$ cat config.mk
export PLATFORM = sky130hd
export DESIGN_NAME = spi_master
export DESIGN_NICKNAME = d
export VERILOG_FILES = /design/src/rtl/spi_pkg.sv /design/src/rtl/spi_sck_gen.sv /design/src/rtl/spi_master.sv
export SDC_FILE = /design/constraint.sdc
export NUM_CORES = 1
export LEC_CHECK = 0
export CELL_PAD_IN_SITES_DETAIL_PLACEMENT = 2
export CELL_PAD_IN_SITES_GLOBAL_PLACEMENT = 2
export CORE_MARGIN = 1
export CORE_UTILIZATION = 35
export DETAILED_ROUTE_END_ITERATION = 8
export PLACE_DENSITY = 0.8
export SETUP_SLACK_MARGIN = 0.05
export SYNTH_ARGS = -nofsm -noshare
export SYNTH_HDL_FRONTEND = slang
export SYNTH_SLANG_ARGS = --single-unit
$ cat constraint.sdc
create_clock -name clk -period 3.68 [get_ports clk]
set_input_delay 0.736 -clock clk [delete_from_list [all_inputs] [get_ports clk]]
set_output_delay 0.736 -clock clk [all_outputs]
set_load 0.01 [all_outputs]
$ cat src/rtl/spi_pkg.sv
// spi_pkg: definitions shared by the SPI master and slave datapaths.
// Holds the master control-state encoding and the word-width helper.
// Both sides derive W from SPI_MAX_WIDTH_LOG through spi_width().
package spi_pkg;

  // Master control states
  localparam logic [1:0] ST_IDLE  = 2'd0;
  localparam logic [1:0] ST_SETUP = 2'd1;
  localparam logic [1:0] ST_XFER  = 2'd2;
  localparam logic [1:0] ST_HOLD  = 2'd3;

  // Word width in bits for a given log2 width
  function automatic int spi_width(input int width_log);
    return 1 << width_log;
  endfunction

endpackage

$ cat src/rtl/spi_sck_gen.sv
// spi_sck_gen: half-period divider and SCK toggler for the SPI master.
// Latency: one tick every CLK_DIV cycles while run=1; edge strobes coincide with the registered sck toggle.
// Backpressure: none; divider counts whenever run is high and reloads while run is low.
module spi_sck_gen #(
  parameter int CLK_DIV = 4
) (
  input  logic clk,
  input  logic rst,
  input  logic run,
  input  logic toggle_en,
  input  logic idle_lvl,
  output logic tick,
  output logic sck,
  output logic sck_first_edge,
  output logic sck_second_edge
);

  localparam int DW = $clog2(CLK_DIV);
  localparam logic [DW-1:0] RELOAD = DW'(CLK_DIV - 1);

  logic [DW-1:0] div_cnt;
  logic          toggle;

  assign tick            = run && (div_cnt == '0);
  assign toggle          = tick && toggle_en;
  // Leaving the idle level is a first edge, returning to it is a second edge
  assign sck_first_edge  = toggle && (sck == idle_lvl);
  assign sck_second_edge = toggle && (sck != idle_lvl);

  // Half-period divider: reload at CLK_DIV-1, tick at zero
  always_ff @(posedge clk) begin
    if (rst) begin
      div_cnt <= RELOAD;
    end else if (!run || (div_cnt == '0)) begin
      div_cnt <= RELOAD;
    end else begin
      div_cnt <= div_cnt - 1'b1;
    end
  end

  // SCK register: tracks the idle level when stopped, toggles on enabled ticks
  always_ff @(posedge clk) begin
    if (rst) begin
      sck <= 1'b0;
    end else if (!run) begin
      sck <= idle_lvl;
    end else if (toggle) begin
      sck <= ~sck;
    end
  end

endmodule

$ cat src/rtl/spi_master.sv
// spi_master: SPI initiator, LSB first on MOSI and MISO, runtime CPOL/CPHA.
// Latency: done pulses 1+(2W+1)*CLK_DIV cycles after the accepting edge (133 for W=16, CLK_DIV=4).
// Backpressure: start is accepted only while busy=0; requests during a frame are dropped, not queued.
module spi_master
  import spi_pkg::*;
#(
  parameter int SPI_MAX_WIDTH_LOG = 4,
  parameter int CLK_DIV           = 4
) (
  input  logic                                   clk,
  input  logic                                   rst,
  input  logic                                   cpol,
  input  logic                                   cpha,
  input  logic                                   start,
  input  logic [spi_width(SPI_MAX_WIDTH_LOG)-1:0] din,
  output logic                                   busy,
  output logic                                   done,
  output logic [spi_width(SPI_MAX_WIDTH_LOG)-1:0] dout,
  output logic                                   sck,
  output logic                                   cs_n,
  output logic                                   mosi,
  input  logic                                   miso
);

  localparam int W  = spi_width(SPI_MAX_WIDTH_LOG);
  localparam int EW = SPI_MAX_WIDTH_LOG + 1;
  // The counter holds edges already seen, so the final edge arrives with 2W-1 stored
  localparam logic [EW-1:0] LAST_EDGE = EW'(2 * W - 1);

  logic [1:0]    state;
  logic          cpol_q;
  logic          cpha_q;
  logic [W-1:0]  tx_sr;
  logic [W-1:0]  rx_sr;
  logic [EW-1:0] edge_cnt;

  logic tick;
  logic first_edge;
  logic second_edge;
  logic any_edge;
  logic last_edge;
  logic accept;
  logic sample;
  logic shift;
  logic run;
  logic toggle_en;
  logic idle_lvl;

  assign run       = (state != ST_IDLE);
  assign toggle_en = (state == ST_SETUP) || (state == ST_XFER);
  // While idle sck tracks the live cpol input; during a frame it uses the latched copy
  assign idle_lvl  = run ? cpol_q : cpol;
  assign accept    = (state == ST_IDLE) && start;
  assign any_edge  = first_edge || second_edge;
  assign last_edge = (edge_cnt == LAST_EDGE);
  assign sample    = cpha_q ? second_edge : first_edge;
  // In mode cpha=0 bit 0 is already on MOSI, and nothing follows the final second edge
  assign shift     = cpha_q ? first_edge : (second_edge && !last_edge);

  spi_sck_gen #(
    .CLK_DIV(CLK_DIV)
  ) u_sck_gen (
    .clk            (clk),
    .rst            (rst),
    .run            (run),
    .toggle_en      (toggle_en),
    .idle_lvl       (idle_lvl),
    .tick           (tick),
    .sck            (sck),
    .sck_first_edge (first_edge),
    .sck_second_edge(second_edge)
  );

  // Control FSM: frame sequencing, host handshake and chip select
  always_ff @(posedge clk) begin
    if (rst) begin
      state    <= ST_IDLE;
      busy     <= 1'b0;
      done     <= 1'b0;
      dout     <= '0;
      cs_n     <= 1'b1;
      cpol_q   <= 1'b0;
      cpha_q   <= 1'b0;
      edge_cnt <= '0;
    end else begin
      done <= 1'b0;
      case (state)
        ST_IDLE: begin
          cpol_q <= cpol;
          if (start) begin
            cpha_q   <= cpha;
            edge_cnt <= '0;
            busy     <= 1'b1;
            cs_n     <= 1'b0;
            state    <= ST_SETUP;
          end
        end
        ST_SETUP: begin
          if (any_edge) begin
            edge_cnt <= edge_cnt + 1'b1;
            state    <= ST_XFER;
          end
        end
        ST_XFER: begin
          if (any_edge) begin
            if (last_edge) begin
              edge_cnt <= '0;
              state    <= ST_HOLD;
            end else begin
              edge_cnt <= edge_cnt + 1'b1;
            end
          end
        end
        ST_HOLD: begin
          if (tick) begin
            state <= ST_IDLE;
            done  <= 1'b1;
            dout  <= rx_sr;
            busy  <= 1'b0;
            cs_n  <= 1'b1;
          end
        end
        default: state <= ST_IDLE;
      endcase
    end
  end

  // Shift registers: load at accept, capture MISO on sample edges, advance MOSI on shift edges
  always_ff @(posedge clk) begin
    if (rst) begin
      tx_sr <= '0;
      rx_sr <= '0;
      mosi  <= 1'b0;
    end else if (accept) begin
      rx_sr <= '0;
      if (cpha) begin
        tx_sr <= din;
      end else begin
        tx_sr <= din >> 1;
        mosi  <= din[0];
      end
    end else begin
      if (sample) begin
        rx_sr <= {miso, rx_sr[W-1:1]};
      end
      if (shift) begin
        mosi  <= tx_sr[0];
        tx_sr <= tx_sr >> 1;
      end
    end
  end

endmodule

; ---- Word level (Yosys, flattened, before mapping)
; Index checks and enable logic that the tools add are counted.
[classes]
reduce_logical = 26
addsub = 2
n_eq_ne = 13
bitwise_logic = 2
mux = 29
[op_table]
columns = cell, count
row1 = 16-bit two-way mux, 3
row2 = 5-bit two-way mux, 4
row3 = 5-bit one-hot mux with 3 select lines, 1
row4 = 1-bit two-way mux, 13
row5 = 2-bit two-way mux, 5
row6 = "2-bit != test, second input constant", 5
row7 = 2-bit one-hot mux with 4 select lines, 1
row8 = 1-bit logical AND, 6
row9 = 2-bit AND reduction, 3
row10 = 2-bit nonzero test, 3
row11 = 2-bit OR reduction, 3
row12 = "5-bit by 1-bit adder with 5-bit output, second input constant", 1
row13 = "5-bit equality test, second input constant", 1
row14 = 5-bit AND reduction, 1
row15 = "2-bit equality test, second input constant", 2
row16 = 2-bit zero test, 2
row17 = "2-bit by 1-bit != test with 1-bit output, second input constant", 2
row18 = 1-bit one-hot mux with 2 select lines, 2
row19 = 4-bit AND reduction, 1
row20 = 1-bit logical OR, 3
row21 = 3-bit AND reduction, 1
row22 = 3-bit nonzero test, 1
row23 = "2-bit by 1-bit equality test with 1-bit output, second input constant", 1
row24 = 1-bit zero test, 2
row25 = 4 further kinds, 5
[totals]
ff_bits = 64
inputBits = 22
out_inout_bits = 21

; ---- Longest topological paths before layout
; Gate-level depths: netlist of run 1.
[logic_depth]
ltp_word = 8
mapped_depth = 9
mapped_depth_nobuf = 7

; ---- By module
; From an unflattened synthesis of run 1, not the netlist that was laid out.
[unflattened]
cells_unflattened = 345
area_unflattened_um2 = 2964.1
[by_module_without_submodules]
columns = mod, n_inst, area_per_inst_um2, seq_area_each_um2, cells_each
row1 = spi_master, 1, 2802.7, 1221.2, 327
row2 = spi_sck_gen, 1, 161.4, 60.1, 18

; ---- Least setup slack after synthesis of run 1
; Ideal clock, no wire load.
[synth_timing]
path_type = register to register
start = register edge_cnt[0]
end = register edge_cnt[0]
path_buffers = 0
t_arrival_ns = 1.917
synth_period_minus_slack_ns = 1.987
path_stages_with_launch = 8
path_slack_ns = 1.693
path_cell_list = dfxtp_1 ha_1 and3_1 ha_1 nor2b_1 o21a_1 or4b_2 a21oi_1
[synth_between]
elab_chain_len = 4
word_cells_on_any_way = 6
[synth_rtl]
columns = item, line
row1 = "start, declared", spi_master.sv:35  ; logic [EW-1:0] edge_cnt;
row2 = "start signal, assigned", spi_master.sv:100  ; edge_cnt <= edge_cnt + 1'b1;
row3 = "start signal, assigned", spi_master.sv:110  ; edge_cnt <= edge_cnt + 1'b1;
row4 = 5-bit by 1-bit adder with 5-bit output / 5-bit equality test (equally long branches), "spi_master.sv:100, spi_master.sv:110, spi_master.sv:55"
row5 = 5-bit two-way mux, spi_master.sv:106  ; if (last_edge) begin
row6 = 5-bit two-way mux, spi_master.sv:105  ; if (any_edge) begin
row7 = 5-bit one-hot mux with 3 select lines (*), spi_master.sv:87  ; case (state)
; Mark *: on every way between the ends. The rest lies on a longest branch, timed or not. The select of a mux whose other input is x is not followed.
; A chain may end at the register's enable or synchronous reset.

; ---- Worst setup path in the final report of run 1
[layout_timing]
start = input port start
end = register tx_sr[4]
[layout_between]
elab_chain_len = 2
word_cells_on_any_way = 3
[layout_rtl]
columns = item, line
row1 = "start, declared", spi_master.sv:14  ; input logic start,
row2 = 1-bit logical AND (*), spi_master.sv:53  ; assign accept = (state == ST_IDLE) && start;
row3 = 16-bit two-way mux / 2-bit nonzero test (equally long branches), n/a
row4 = "end signal, assigned", spi_master.sv:137  ; tx_sr <= din;
row5 = "end signal, assigned", spi_master.sv:139  ; tx_sr <= din >> 1;
row6 = "end signal, assigned", spi_master.sv:148  ; tx_sr <= tx_sr >> 1;
row7 = "end, declared", spi_master.sv:33  ; logic [W-1:0] tx_sr;
; Mark *: on every way between the ends. The rest lies on a longest branch, timed or not.

==> results of run 1 <==
==> area by class of cell <==
class                           count  area share
Inverter                            6     0.00553
Tap cell                          108      0.0332
Sequential cell                    64       0.315
Clock inverter                      6      0.0283
Timing Repair Buffer               59       0.135
Clock buffer                       10      0.0313
Multi-Input combinational cell    259       0.452
==> cell families (layout without fill, tap and decap cells) <==
group           after synthesis  in the layout
fa+ha+maj                     9              9
compound gates              101            101
xor+xnor                      2              2
flops                        64             64
mux                          38             38
buf+inv                      34             81
simple gates                109            109
==> layer usage <==
layer / vias up / track usage / part of all wire / wire length, um
met5: - / 0 / 0 / 0
met4: 0 / 0.0907 / 0.018 / 189
met3: 15 / 0.0340 / 0.026 / 276
met2: 56 / 0.430 / 0.53 / 5550
met1: 1500 / 0.263 / 0.43 / 4530
li1: 1414 / - / - / -
==> cells in the mapped netlist, types with 2 or more instances <==
cell	n	area, sq um
a211o_1	2	17.5
a211oi_1	2	15.0
a21oi_1	36	180
a22o_1	16	140
a22oi_1	16	120
and2_1	2	12.5
buf_2	17	85.1
clkbuf_1	8	30.0
dfxtp_1	64	1280
ha_1	9	113
inv_1	6	22.5
mux2_2	2	22.5
mux2i_1	32	320
mux2i_2	2	27.5
nand2_1	29	109
nand2b_1	4	25.0
nand3_1	32	160
nand3b_1	2	15.0
nor2_1	6	22.5
nor2_2	2	12.5
nor2b_1	4	25.0
nor3_1	4	20.0
nor3b_1	16	120
o211ai_1	16	120
o21a_1	2	15.0
o21ai_0	4	20.0
o32ai_1	2	17.5
==> power groups by stage <==
stage | Sequential, mW | Combinational, mW | Clock (mW)
after floorplan | 0.859 | 0.590 | 0
after global placement | 0.870 | 0.798 | 0
after detailed placement | 0.874 | 0.840 | 0
after CTS | 0.860 | 0.854 | 0.780
after global routing | 0.875 | 0.925 | 0.807
final | 0.860 | 0.849 | 0.767
==> stage by stage <==
step | cells | setup slack [ns]
floorplan | 357 | 1.69
global route | 512 | 1.00
finish | 512 | 1.11
CTS | 512 | 1.12
detailed placement | 496 | 0.754
global placement | 496 | 0.881
==> final timing paths <==
kind / start / endpoint / slack, ns / cells past startpoint
setup / recovery: start / tx_sr[4] / 1.11 / 7
hold / removal: u_sck_gen.div_cnt[0] / u_sck_gen.div_cnt[0] / 0.40 / 1
setup reg to reg: state[0] / tx_sr[4] / 1.19 / 9
hold reg to reg: u_sck_gen.div_cnt[0] / u_sck_gen.div_cnt[0] / 0.40 / 1
==> state kept, by name, summed over array words and instances (netlist names) <==
signal	flops
state	2
edge_cnt	5
busy	1
mosi	1
cs_n	1
u_sck_gen.div_cnt	2
u_sck_gen.sck	1
dout	16
cpha_q	1
cpol_q	1
rx_sr	16
done	1
tx_sr	16
==> results.sh, run 1 <==
export IMPL_grt_pass1_wl_mm=17.5
export IMPL_cts_setup_buffers=0
export IMPL_cts_tree="done"
export IMPL_die_y_um=98.9
export IMPL_cp_start_kind="input pin"
export IMPL_io_buffers=42
export IMPL_path_cells="clkdlybuf4s50_1 > and2_1 > buf_4 > buf_4 > a21oi_1 > a22oi_1 > nand3_1"
export IMPL_avgSynthCellArea_sq_um=9.20
export IMPL_fin_crit_ns=2.57
export IMPL_wire_per_inst_um=20.6
export IMPL_synth_compound_area_share=0.210
export IMPL_synth_top_family_by_area="compound AO/OA/AOI/OAI gates"
export IMPL_final_nets=430
export IMPL_fillers=994
export IMPL_cts_buffers=9
export IMPL_max_freq_ghz=0.389
export IMPL_syn_to_final_growth_pct=24.0
export IMPL_clkTransAtPathRegs_ns=0.08
export IMPL_status="finished clean"
export IMPL_combinationalPowerShare=0.343
export IMPL_crit_fanout=11
export IMPL_synth_edff_count=0
export IMPL_cts_sinks=64
export IMPL_drt_pass1_iter_count=4
export IMPL_path_buf_inv=3
export IMPL_diodes=0
export IMPL_root_buffer="clkbuf_8"
export IMPL_drive_above_1_share=0.109
export IMPL_dr_first_iter_drc_count=94
export IMPL_switchingPower_mw=0.884
export IMPL_cell_internal_pwr_mw=1.59
export IMPL_crit_family="buffers and inverters"
export IMPL_drv_slew=0
export IMPL_synthSimpleGateAreaFrac=0.183
export IMPL_dpl_hpwl_mm=6.94
export IMPL_whs_ns=0.404
export IMPL_netlist_area_sq_um=3280
export IMPL_ys_flop_type="dfxtp_1"
export IMPL_cts_buffer_depth=2
export IMPL_ys_types=47
export IMPL_io_pins=43
export IMPL_crit_slowest_cell="clkdlybuf4s50_1"
export IMPL_vias_per_cell=5.83
export IMPL_cpPeakStageDelay_ns=0.72
export IMPL_rows=34
export IMPL_layout_commonest_cell="dfxtp_1"
export IMPL_htreeDepth=3
export IMPL_gr_usage_all_layers=0.231
export IMPL_gr_total_overflow=0
export IMPL_die_area_sq_um=9780
export IMPL_crit_arrival_ns=2.80
export IMPL_antenna_found_initial=0
export IMPL_synth_area_mux_share=0.124
export IMPL_worst_path_most_repeated_cell="buf_4"
export IMPL_hp_class="reg2reg"
export IMPL_synthesis_nets=388
export IMPL_cts_resized=0
export IMPL_ant_nets=0
export IMPL_drv_cap=0
export IMPL_drc=0
export IMPL_wl_mm=10.5
export IMPL_tightest_slew_ns=0.624
export IMPL_fin_skew_ns=0.0130
export IMPL_multi_input_area_sq_um=1840
export IMPL_syn_inst=357
export IMPL_synthAdderAreaFrac=0.0343
export IMPL_swShare=0.357
export IMPL_finalSetupTns_ns=0
export IMPL_endpoint_kind="flip-flop"
export IMPL_regArea_sq_um=1280
export IMPL_vdd_ir_drop_worst_mv=0.252
export IMPL_synth_seq_area_share=0.390
export IMPL_vias=2985
export IMPL_synthXorXnorAreaFrac=0.00952
export IMPL_yosys_register_bits=64
export IMPL_grt_max_degree=22
export IMPL_ys_warn_count=0
export IMPL_clockPowerShare=0.310
export IMPL_worstSkewPairLatency_ns=0.36
export IMPL_final_cell_mix="dfxtp_1 (64), clkdlybuf4s50_1 (42), a21oi_1 (36), mux2i_1 (32), nand3_1 (32)"
export IMPL_hold_violations=0
export IMPL_grt_pass1_vias=3356
export IMPL_die_w_um=98.9
export IMPL_synth_async_sr_flop_share=0
export IMPL_stdcell_area_sq_um=4070
export IMPL_coreArea_sq_um=8890
export IMPL_start_util=0.369
export IMPL_gp_congestion=0.757
export IMPL_slew_limit_headroom=0.576
export IMPL_power_density_nw_per_um2=608
export IMPL_p_leak_nw=1.54
export IMPL_period_share=0.699
export IMPL_cts_hold_buf=0
export IMPL_critPathRequiredTime_ns=3.91
export IMPL_rsz0062_at_grt="no"
export IMPL_crit_type="in2reg"
export IMPL_setup_viol=0
export IMPL_finalPower_mw=2.48
export IMPL_seqPwrFrac=0.347
export IMPL_fin_util=0.458
export IMPL_place_area_sq_um=3830
(Power assumes the default switching activity.)
==> run 2: changes to the inputs <==
--- a/config.mk
+++ b/config.mk
@@ -8,9 +8,9 @@
 export CELL_PAD_IN_SITES_DETAIL_PLACEMENT = 2
 export CELL_PAD_IN_SITES_GLOBAL_PLACEMENT = 2
 export CORE_MARGIN = 1
-export CORE_UTILIZATION = 35
+export CORE_UTILIZATION = 34
 export DETAILED_ROUTE_END_ITERATION = 8
-export PLACE_DENSITY = 0.8
+export PLACE_DENSITY = 0.78
 export SETUP_SLACK_MARGIN = 0.05
 export SYNTH_ARGS = -nofsm -noshare
 export SYNTH_HDL_FRONTEND = slang
==> constraint.sdc (replaced) <==
create_clock -name clk -period 2.6 [get_ports clk]
set_input_delay 0.52 -clock clk [delete_from_list [all_inputs] [get_ports clk]]
set_output_delay 0.52 -clock clk [all_outputs]
set_load 0.01 [all_outputs]
==> results.sh, run 2 (synthesized netlist as in run 1, its figures left out) <==
export IMPL_die_w_um=100
export IMPL_power_density_nw_per_um2=832
export IMPL_syn_to_final_growth_pct=24.4
export IMPL_crit_type="reg2reg"
export IMPL_gp_congestion=0.735
export IMPL_swShare=0.365
export IMPL_drv_slew=0
export IMPL_rsz0062_at_grt="no"
export IMPL_rows=35
export IMPL_gr_total_overflow=0
export IMPL_worstSkewPairLatency_ns=0.35
export IMPL_cell_internal_pwr_mw=2.16
export IMPL_period_share=0.936
export IMPL_crit_arrival_ns=2.70
export IMPL_crit_fanout=16
export IMPL_io_pins=43
export IMPL_root_buffer="clkbuf_8"
export IMPL_vias_per_cell=5.48
export IMPL_status="finished clean"
export IMPL_grt_pass1_vias=3235
export IMPL_io_buffers=42
export IMPL_final_nets=431
export IMPL_die_y_um=100
export IMPL_crit_slowest_cell="mux2i_4"
export IMPL_drv_cap=0
export IMPL_dp_slack_ns=-0.0302
export IMPL_wl_mm=9.73
export IMPL_vias=2924
export IMPL_cts_buffer_depth=2
export IMPL_die_area_sq_um=10100
export IMPL_finalPower_mw=3.40
export IMPL_start_util=0.354
export IMPL_slew_limit_headroom=0.491
export IMPL_fin_skew_ns=0.0146
export IMPL_diodes=0
export IMPL_path_cells="inv_1 > ha_1 > mux2i_4 > xnor3_1 > nor2_8 > mux2i_1"
export IMPL_crit_family="multiplexers"
export IMPL_seqPwrFrac=0.357
export IMPL_combinationalPowerShare=0.351
export IMPL_p_leak_nw=1.53
export IMPL_vdd_ir_drop_worst_mv=0.303
export IMPL_setup_slack_ns=0.166
export IMPL_setup_viol=0
export IMPL_htreeDepth=3
export IMPL_layout_commonest_cell="dfxtp_1"
export IMPL_place_inst=518
export IMPL_fin_crit_ns=2.43
export IMPL_max_freq_ghz=0.411
export IMPL_endpoint_kind="flip-flop"
export IMPL_switchingPower_mw=1.24
export IMPL_dr_first_iter_drc_count=107
export IMPL_ant_nets=0
export IMPL_whs_ns=0.387
export IMPL_grt_max_degree=23
export IMPL_largest_registers="dout: 16 flops, rx_sr: 16 flops, tx_sr: 16 flops"
export IMPL_clockPowerShare=0.292
export IMPL_critPathRequiredTime_ns=2.86
export IMPL_cts_tree="done"
export IMPL_r2r_slack_ns=0.17
export IMPL_clkTransAtPathRegs_ns=0.09
export IMPL_drt_pass1_iter_count=4
export IMPL_wire_per_inst_um=18.2
export IMPL_hp_class="reg2reg"
export IMPL_gr_usage_all_layers=0.203
export IMPL_path_buf_inv=1
export IMPL_tightest_slew_ns=0.763
export IMPL_drc=0
export IMPL_cts_buffers=9
export IMPL_cts_setup_buffers=0
export IMPL_drive_above_1_share=0.114
export IMPL_coreArea_sq_um=9280
export IMPL_final_cell_mix="dfxtp_1 (64), clkdlybuf4s50_1 (42), a21oi_1 (36), mux2i_1 (32), nand3_1 (32)"
export IMPL_final_cells=534
export IMPL_hold_violations=0
export IMPL_cpPeakStageDelay_ns=0.45
export IMPL_antenna_found_initial=0
export IMPL_cts_sinks=64
export IMPL_cp_start_kind="flip-flop"
export IMPL_grt_pass1_wl_mm=16.0
export IMPL_dpl_hpwl_mm=6.51
-- run 2: changes by cell type in the layout (fill, tap and decap cells not counted), sizes merged --
cell | previous run | this run
clkinv | 0 | 1
buf | 17 | 18
clkinvlp | 1 | 2
bufinv | 3 | 2
inv | 8 | 7
-- run 2: timing repair --
item                       CTS  global route
hold buffers                 0             0
setup endpoints to repair    0            15
resized for setup            0             1
-- run 2: power groups by stage --
stage	sequential, mW	clock, mW	combinational [mW]
2_1_floorplan	1.22	0	0.835
3_3_place_gp	1.23	0	1.14
3_5_place_dp	1.24	0	1.19
4_1_cts	1.21	1.02	1.21
5_1_grt	1.23	1.06	1.31
6_report	1.21	0.993	1.19
-- run 2: cell type report --
class	count	area [sq um]
tap	129	161
multi-input combinational	259	1840
sequential	64	1280
inverter	6	22.5
clock buffer	10	128
timing repair buffer	60	556
clock inverter	6	92.6
fill	1060	5200
-- run 2: worst reg2reg max path: cells and delay by family (launching register included) --
family	cells	cell delay (ns)
muxes	2	0.72
adders and majority gates	1	0.44
DFF	1	0.35
xor gates and xnor gates	1	0.35
and+or+nand+nor	1	0.33
buffers and inverters	1	0.14
-- run 2: path summary, 6_finish.rpt --
check / startpoint / to / depth (start not counted)
worst max-delay path: state[0] / rx_sr[0] / 6
worst min-delay path: u_sck_gen.div_cnt[0] / u_sck_gen.div_cnt[0] / 1
worst max register to register: state[0] / rx_sr[0] / 6
worst min register to register: u_sck_gen.div_cnt[0] / u_sck_gen.div_cnt[0] / 1
-- run 2: metal layers --
metal  vias up  share of wire  track usage
met4         0         0.0076       0.0591
met5         -              0            0
met1      1468           0.46        0.246
met3         7          0.026       0.0376
li1       1410              -            -
met2        39           0.51        0.364
-- run 2: per-stage QoR --
step | TNS [ns] | utilization | instance area (sq um)
after floorplan | 0 | - | 3280
after global placement | 0 | 0.416 | 3860
after detailed placement | -0.138 | 0.416 | 3860
after CTS | 0 | 0.440 | 4080
after global routing | 0 | 0.440 | 4090
final | 0 | 0.440 | 4090
==> run 3: changes to the inputs <==
--- a/config.mk
+++ b/config.mk
@@ -10,7 +10,7 @@
 export CORE_MARGIN = 1
 export CORE_UTILIZATION = 34
 export DETAILED_ROUTE_END_ITERATION = 8
-export PLACE_DENSITY = 0.78
+export PLACE_DENSITY_LB_ADDON = 0.1
 export SETUP_SLACK_MARGIN = 0.05
 export SYNTH_ARGS = -nofsm -noshare
 export SYNTH_HDL_FRONTEND = slang
==> results.sh, run 3 (synthesized netlist as in run 1, its figures left out) <==
export IMPL_tightest_slew_ns=0.755
export IMPL_die_w_um=100
export IMPL_vias=2942
export IMPL_clockPowerShare=0.288
export IMPL_max_freq_ghz=0.427
export IMPL_die_area_sq_um=10100
export IMPL_finalPower_mw=3.41
export IMPL_crit_type="reg2reg"
export IMPL_hold_violations=0
export IMPL_drv_cap=0
export IMPL_start_util=0.354
export IMPL_grt_max_degree=20
export IMPL_die_y_um=100
export IMPL_cpPeakStageDelay_ns=0.42
export IMPL_place_area_sq_um=3850
export IMPL_dr_first_iter_drc_count=105
export IMPL_syn_to_final_growth_pct=24.2
export IMPL_crit_slowest_cell="mux2i_4"
export IMPL_switchingPower_mw=1.25
export IMPL_hp_class="reg2reg"
export IMPL_timing_rr_end="rx_sr[9]"
export IMPL_status="finished clean"
export IMPL_diodes=0
export IMPL_gr_usage_all_layers=0.210
export IMPL_vdd_ir_drop_worst_mv=0.327
export IMPL_slew_limit_headroom=0.496
export IMPL_cp_endpoint="rx_sr[9]"
export IMPL_io_pins=43
export IMPL_io_buffers=42
export IMPL_p_leak_nw=1.53
export IMPL_critPathRequiredTime_ns=2.86
export IMPL_cts_buffers=9
export IMPL_vias_per_cell=5.52
export IMPL_crit_arrival_ns=2.60
export IMPL_antenna_found_initial=0
export IMPL_coreArea_sq_um=9280
export IMPL_drc=0
export IMPL_r2r_slack_ns=0.26
export IMPL_final_nets=430
export IMPL_worstSkewPairLatency_ns=0.35
export IMPL_reg2reg_depth=6
export IMPL_critPathLaunch="state[0]"
export IMPL_cts_tree="done"
export IMPL_largest_registers="dout: 16 flops, rx_sr: 16 flops, tx_sr: 16 flops"
export IMPL_htreeDepth=3
export IMPL_power_density_nw_per_um2=836
export IMPL_layout_commonest_cell="dfxtp_1"
export IMPL_finalSetupTns_ns=0
export IMPL_drv_slew=0
export IMPL_path_cells="inv_1 > ha_2 > mux2i_4 > xnor3_1 > nor2_8 > mux2i_1"
export IMPL_drt_pass1_iter_count=4
export IMPL_drive_above_1_share=0.116
export IMPL_gr_total_overflow=0
export IMPL_seqPwrFrac=0.358
export IMPL_cts_sinks=64
export IMPL_rows=35
export IMPL_ant_nets=0
export IMPL_timing_rr_start="state[0]"
export IMPL_setup_viol=0
export IMPL_grt_pass1_wl_mm=16.4
export IMPL_combinationalPowerShare=0.354
export IMPL_final_cell_mix="dfxtp_1 (64), clkdlybuf4s50_1 (42), a21oi_1 (36), mux2i_1 (32), nand3_1 (32)"
export IMPL_cts_setup_buffers=0
export IMPL_grt_pass1_vias=3214
export IMPL_gp_congestion=0.747
export IMPL_fin_crit_ns=2.34
export IMPL_fin_skew_ns=0.0108
export IMPL_root_buffer="clkbuf_8"
export IMPL_stdcell_area_sq_um=4080
export IMPL_rsz0062_at_grt="no"
export IMPL_clkTransAtPathRegs_ns=0.08
export IMPL_cp_start_kind="flip-flop"
export IMPL_wire_per_inst_um=18.7
export IMPL_cell_internal_pwr_mw=2.16
export IMPL_swShare=0.366
export IMPL_cts_hold_buf=0
export IMPL_crit_fanout=16
export IMPL_cts_buffer_depth=2
export IMPL_period_share=0.900
export IMPL_dpl_hpwl_mm=6.59
export IMPL_wl_mm=9.94
export IMPL_endpoint_kind="flip-flop"
-- run 3: changes by cell type in the layout (fill, tap and decap cells not counted), sizes merged --
cell      change
buf           -1
clkbuf        -1
clkinv        +2
clkinvlp      -1
-- run 3: per-layer routing --
layer,GRT usage,share of wire
met1,0.266,0.47
met2,0.370,0.50
met3,0.0265,0.024
met4,0.0669,0.012
met5,0,0
-- run 3: power groups by stage --
stage / registers [mW] / clock network [mW] / logic (mW)
global placement: 1.23 / 0 / 1.16
detailed placement: 1.24 / 0 / 1.20
finish: 1.22 / 0.983 / 1.21
CTS: 1.22 / 1.00 / 1.21
floorplan: 1.22 / 0 / 0.835
global route: 1.24 / 1.04 / 1.33
-- run 3: metrics by stage --
stage	hold WS, ns	utilization	worst slack (ns)	cells
floorplan	0.358	-	0.613	357
global route	0.418	0.439	0.136	533
global placement	0.365	0.415	0.0635	517
CTS	0.389	0.439	0.0868	533
finish	0.385	0.439	0.259	533
detailed placement	0.372	0.415	0.0830	517
-- run 3: layout make-up --
| type | instances | area (sq um) |
|---|---|---|
| well taps | 129 | 161 |
| repair buffers | 59 | 548 |
| clock buffers | 9 | 124 |
| flip-flops and latches | 64 | 1280 |
| inverters | 6 | 22.5 |
| clock inverters | 7 | 95.1 |
| multi-input cells | 259 | 1850 |
| fillers | 1040 | 5200 |
-- run 3: worst min-delay path by stage --
stage | startpoint | endpoint | cells after the start
after floorplan | u_sck_gen.div_cnt[0] | u_sck_gen.div_cnt[0] | 1
after global placement | u_sck_gen.div_cnt[0] | u_sck_gen.div_cnt[0] | 1
after detailed placement | u_sck_gen.div_cnt[0] | u_sck_gen.div_cnt[0] | 1
after CTS | u_sck_gen.div_cnt[0] | u_sck_gen.div_cnt[0] | 1
after global routing | u_sck_gen.div_cnt[0] | u_sck_gen.div_cnt[0] | 1
final | u_sck_gen.div_cnt[0] | u_sck_gen.div_cnt[0] | 1
-- run 3: worst max-delay path, delay by kind of cell, from the launching register on --
kind | cells | cell delay, ns
xor+xnor | 1 | 0.35
fa+ha+maj | 1 | 0.35
buf+inv | 1 | 0.15
flops | 1 | 0.38
mux | 2 | 0.69
simple gates | 1 | 0.33
-- run 3: what timing repair did --
action | CTS | global route
gates resized for setup | 1 | 1
setup endpoints to repair | 1 | 19
pin swaps | 0 | 0
cloned | 0 | 0
==> edit, RTL diff (config.mk and constraints of run 3) <==
`CLK_DIV` is set to 4 in 2 places; all go to 2. Comments in the files are not updated.
--- a/src/rtl/spi_sck_gen.sv
+++ b/src/rtl/spi_sck_gen.sv
@@ -4,3 +4,3 @@
 module spi_sck_gen #(
-  parameter int CLK_DIV = 4
+  parameter int CLK_DIV = 2
 ) (
--- a/src/rtl/spi_master.sv
+++ b/src/rtl/spi_master.sv
@@ -7,3 +7,3 @@
   parameter int SPI_MAX_WIDTH_LOG = 4,
-  parameter int CLK_DIV           = 4
+  parameter int CLK_DIV           = 2
 ) (
Formal check against the unedited RTL: not equivalent (a bounded check fails within 4 cycles, from zero or initial values and one cycle with rst high).
==> edit against run 3 <==
The run now ends with DRC left; power fell by 3.7%; final area fell by 5.9%; synthesized area fell by 3.9%; routed wire length fell by 13%; synthesized cell count fell by 5.0%; sequential cell count fell by 1; worst setup slack got worse by 0.011 ns; critical endpoint is now tx_sr[11]; largest cell class unchanged; largest power group is now combinational logic.
==> edit: results (changes against run 3) <==
.. list-table::
   :header-rows: 1

   * - Metric
     - Value
   * - Run status
     - complete, but fails checks (was finished, final reports clean)
   * - Violated checks
     - DRC
   * - Weighted congestion at the end of routability-driven global placement
     - 0.708 (was 0.747)
   * - Sequential element share of the synthesized area
     - 40.0% (was 39.0%)
   * - WP data arrival
     - 2.54 ns (was 2.60 ns)
   * - Total global-route track usage
     - 19.1% (was 21.0%)
   * - Commonest cells in the synthesized netlist
     - sky130_fd_sc_hd__dfxtp_1, sky130_fd_sc_hd__mux2i_1, sky130_fd_sc_hd__nor2_1, sky130_fd_sc_hd__o21ai_0, sky130_fd_sc_hd__clkbuf_1 (was sky130_fd_sc_hd__dfxtp_1, sky130_fd_sc_hd__a21oi_1, sky130_fd_sc_hd__mux2i_1, sky130_fd_sc_hd__nand3_1, sky130_fd_sc_hd__nand2_1)
   * - Placed Cells incl. Taps
     - 469 (was 517)
   * - DRC marker count from the first detailed-route iteration
     - 87 (was 105)
   * - Cell types with the largest area share after synthesis
     - sky130_fd_sc_hd__dfxtp_1, sky130_fd_sc_hd__mux2i_1, sky130_fd_sc_hd__nor4b_1 (was sky130_fd_sc_hd__dfxtp_1, sky130_fd_sc_hd__mux2i_1, sky130_fd_sc_hd__a21oi_1)
   * - Fmax achieved
     - 425 MHz (was 427 MHz)
   * - Destination of the critical timing path
     - tx_sr[11] (was rx_sr[9])
   * - Number of global-route vias before repair
     - 2846 (was 3214)
   * - # DRC
     - 1 (was 0)
   * - Grt met1 use
     - 25.1% (was 26.6%)
   * - Amount of wire on met3 after detailed routing
     - 217 um (was 237 um)
   * - Pre-Repair DR Iteration Count
     - 8 (was 4)
   * - Combinational power
     - 0.00128 W (was 0.00121 W)
   * - R2r worst-path depth
     - 7 (was 6)
   * - Number of inserted filler cells in the final layout
     - 974 (was 1040)
   * - Wire length of the first global-routing pass
     - 14700 um (was 16400 um)
   * - Cell area reported after detailed placement
     - 3660 um^2 (was 3850 um^2)
   * - Post-detailed-placement half-perimeter wirelength
     - 5680 um (was 6590 um)
   * - Critical path startpoint
     - edge_cnt[0] (was state[0])
   * - Post-Synthesis Mean Instance Area
     - 9.31 um^2 (was 9.20 um^2)
   * - Maximum number of pins on one net before global-route repair
     - 50 (was 20)
   * - Number of instances on the worst hold path
     - 2 (was 1)
## edit: final cells by class
class                   instances  share of cell area [%]
inverters                       6                   0.587
clock inverters                 7                    1.30
flip-flops and latches         63                    32.8
well taps                     108                    3.52
repair buffers                 53                    13.8
multi-input cells             239                    44.8
clock buffers                   9                    3.23
## edit: critical path: stages, from the launching register on
cell,delay [ns]
sky130_fd_sc_hd__dfxtp_1,0.34
sky130_fd_sc_hd__ha_1,0.23
sky130_fd_sc_hd__and3_1,0.19
sky130_fd_sc_hd__ha_1,0.21
sky130_fd_sc_hd__or3_1,0.33
sky130_fd_sc_hd__a21oi_2,0.14
sky130_fd_sc_hd__or2_1,0.55
sky130_fd_sc_hd__o211ai_1,0.20
## edit: cells by family (layout without fill, tap and decap cells)
logic type,count (synthesis),after routing,synth area share [%]
compound gates,88,88,20.1
flops,63,63,40.0
mux,34,34,10.8
xor+xnor,2,2,0.991
simple gates,108,108,19.6
buf+inv,37,75,5.79
fa+ha+maj,7,7,2.78
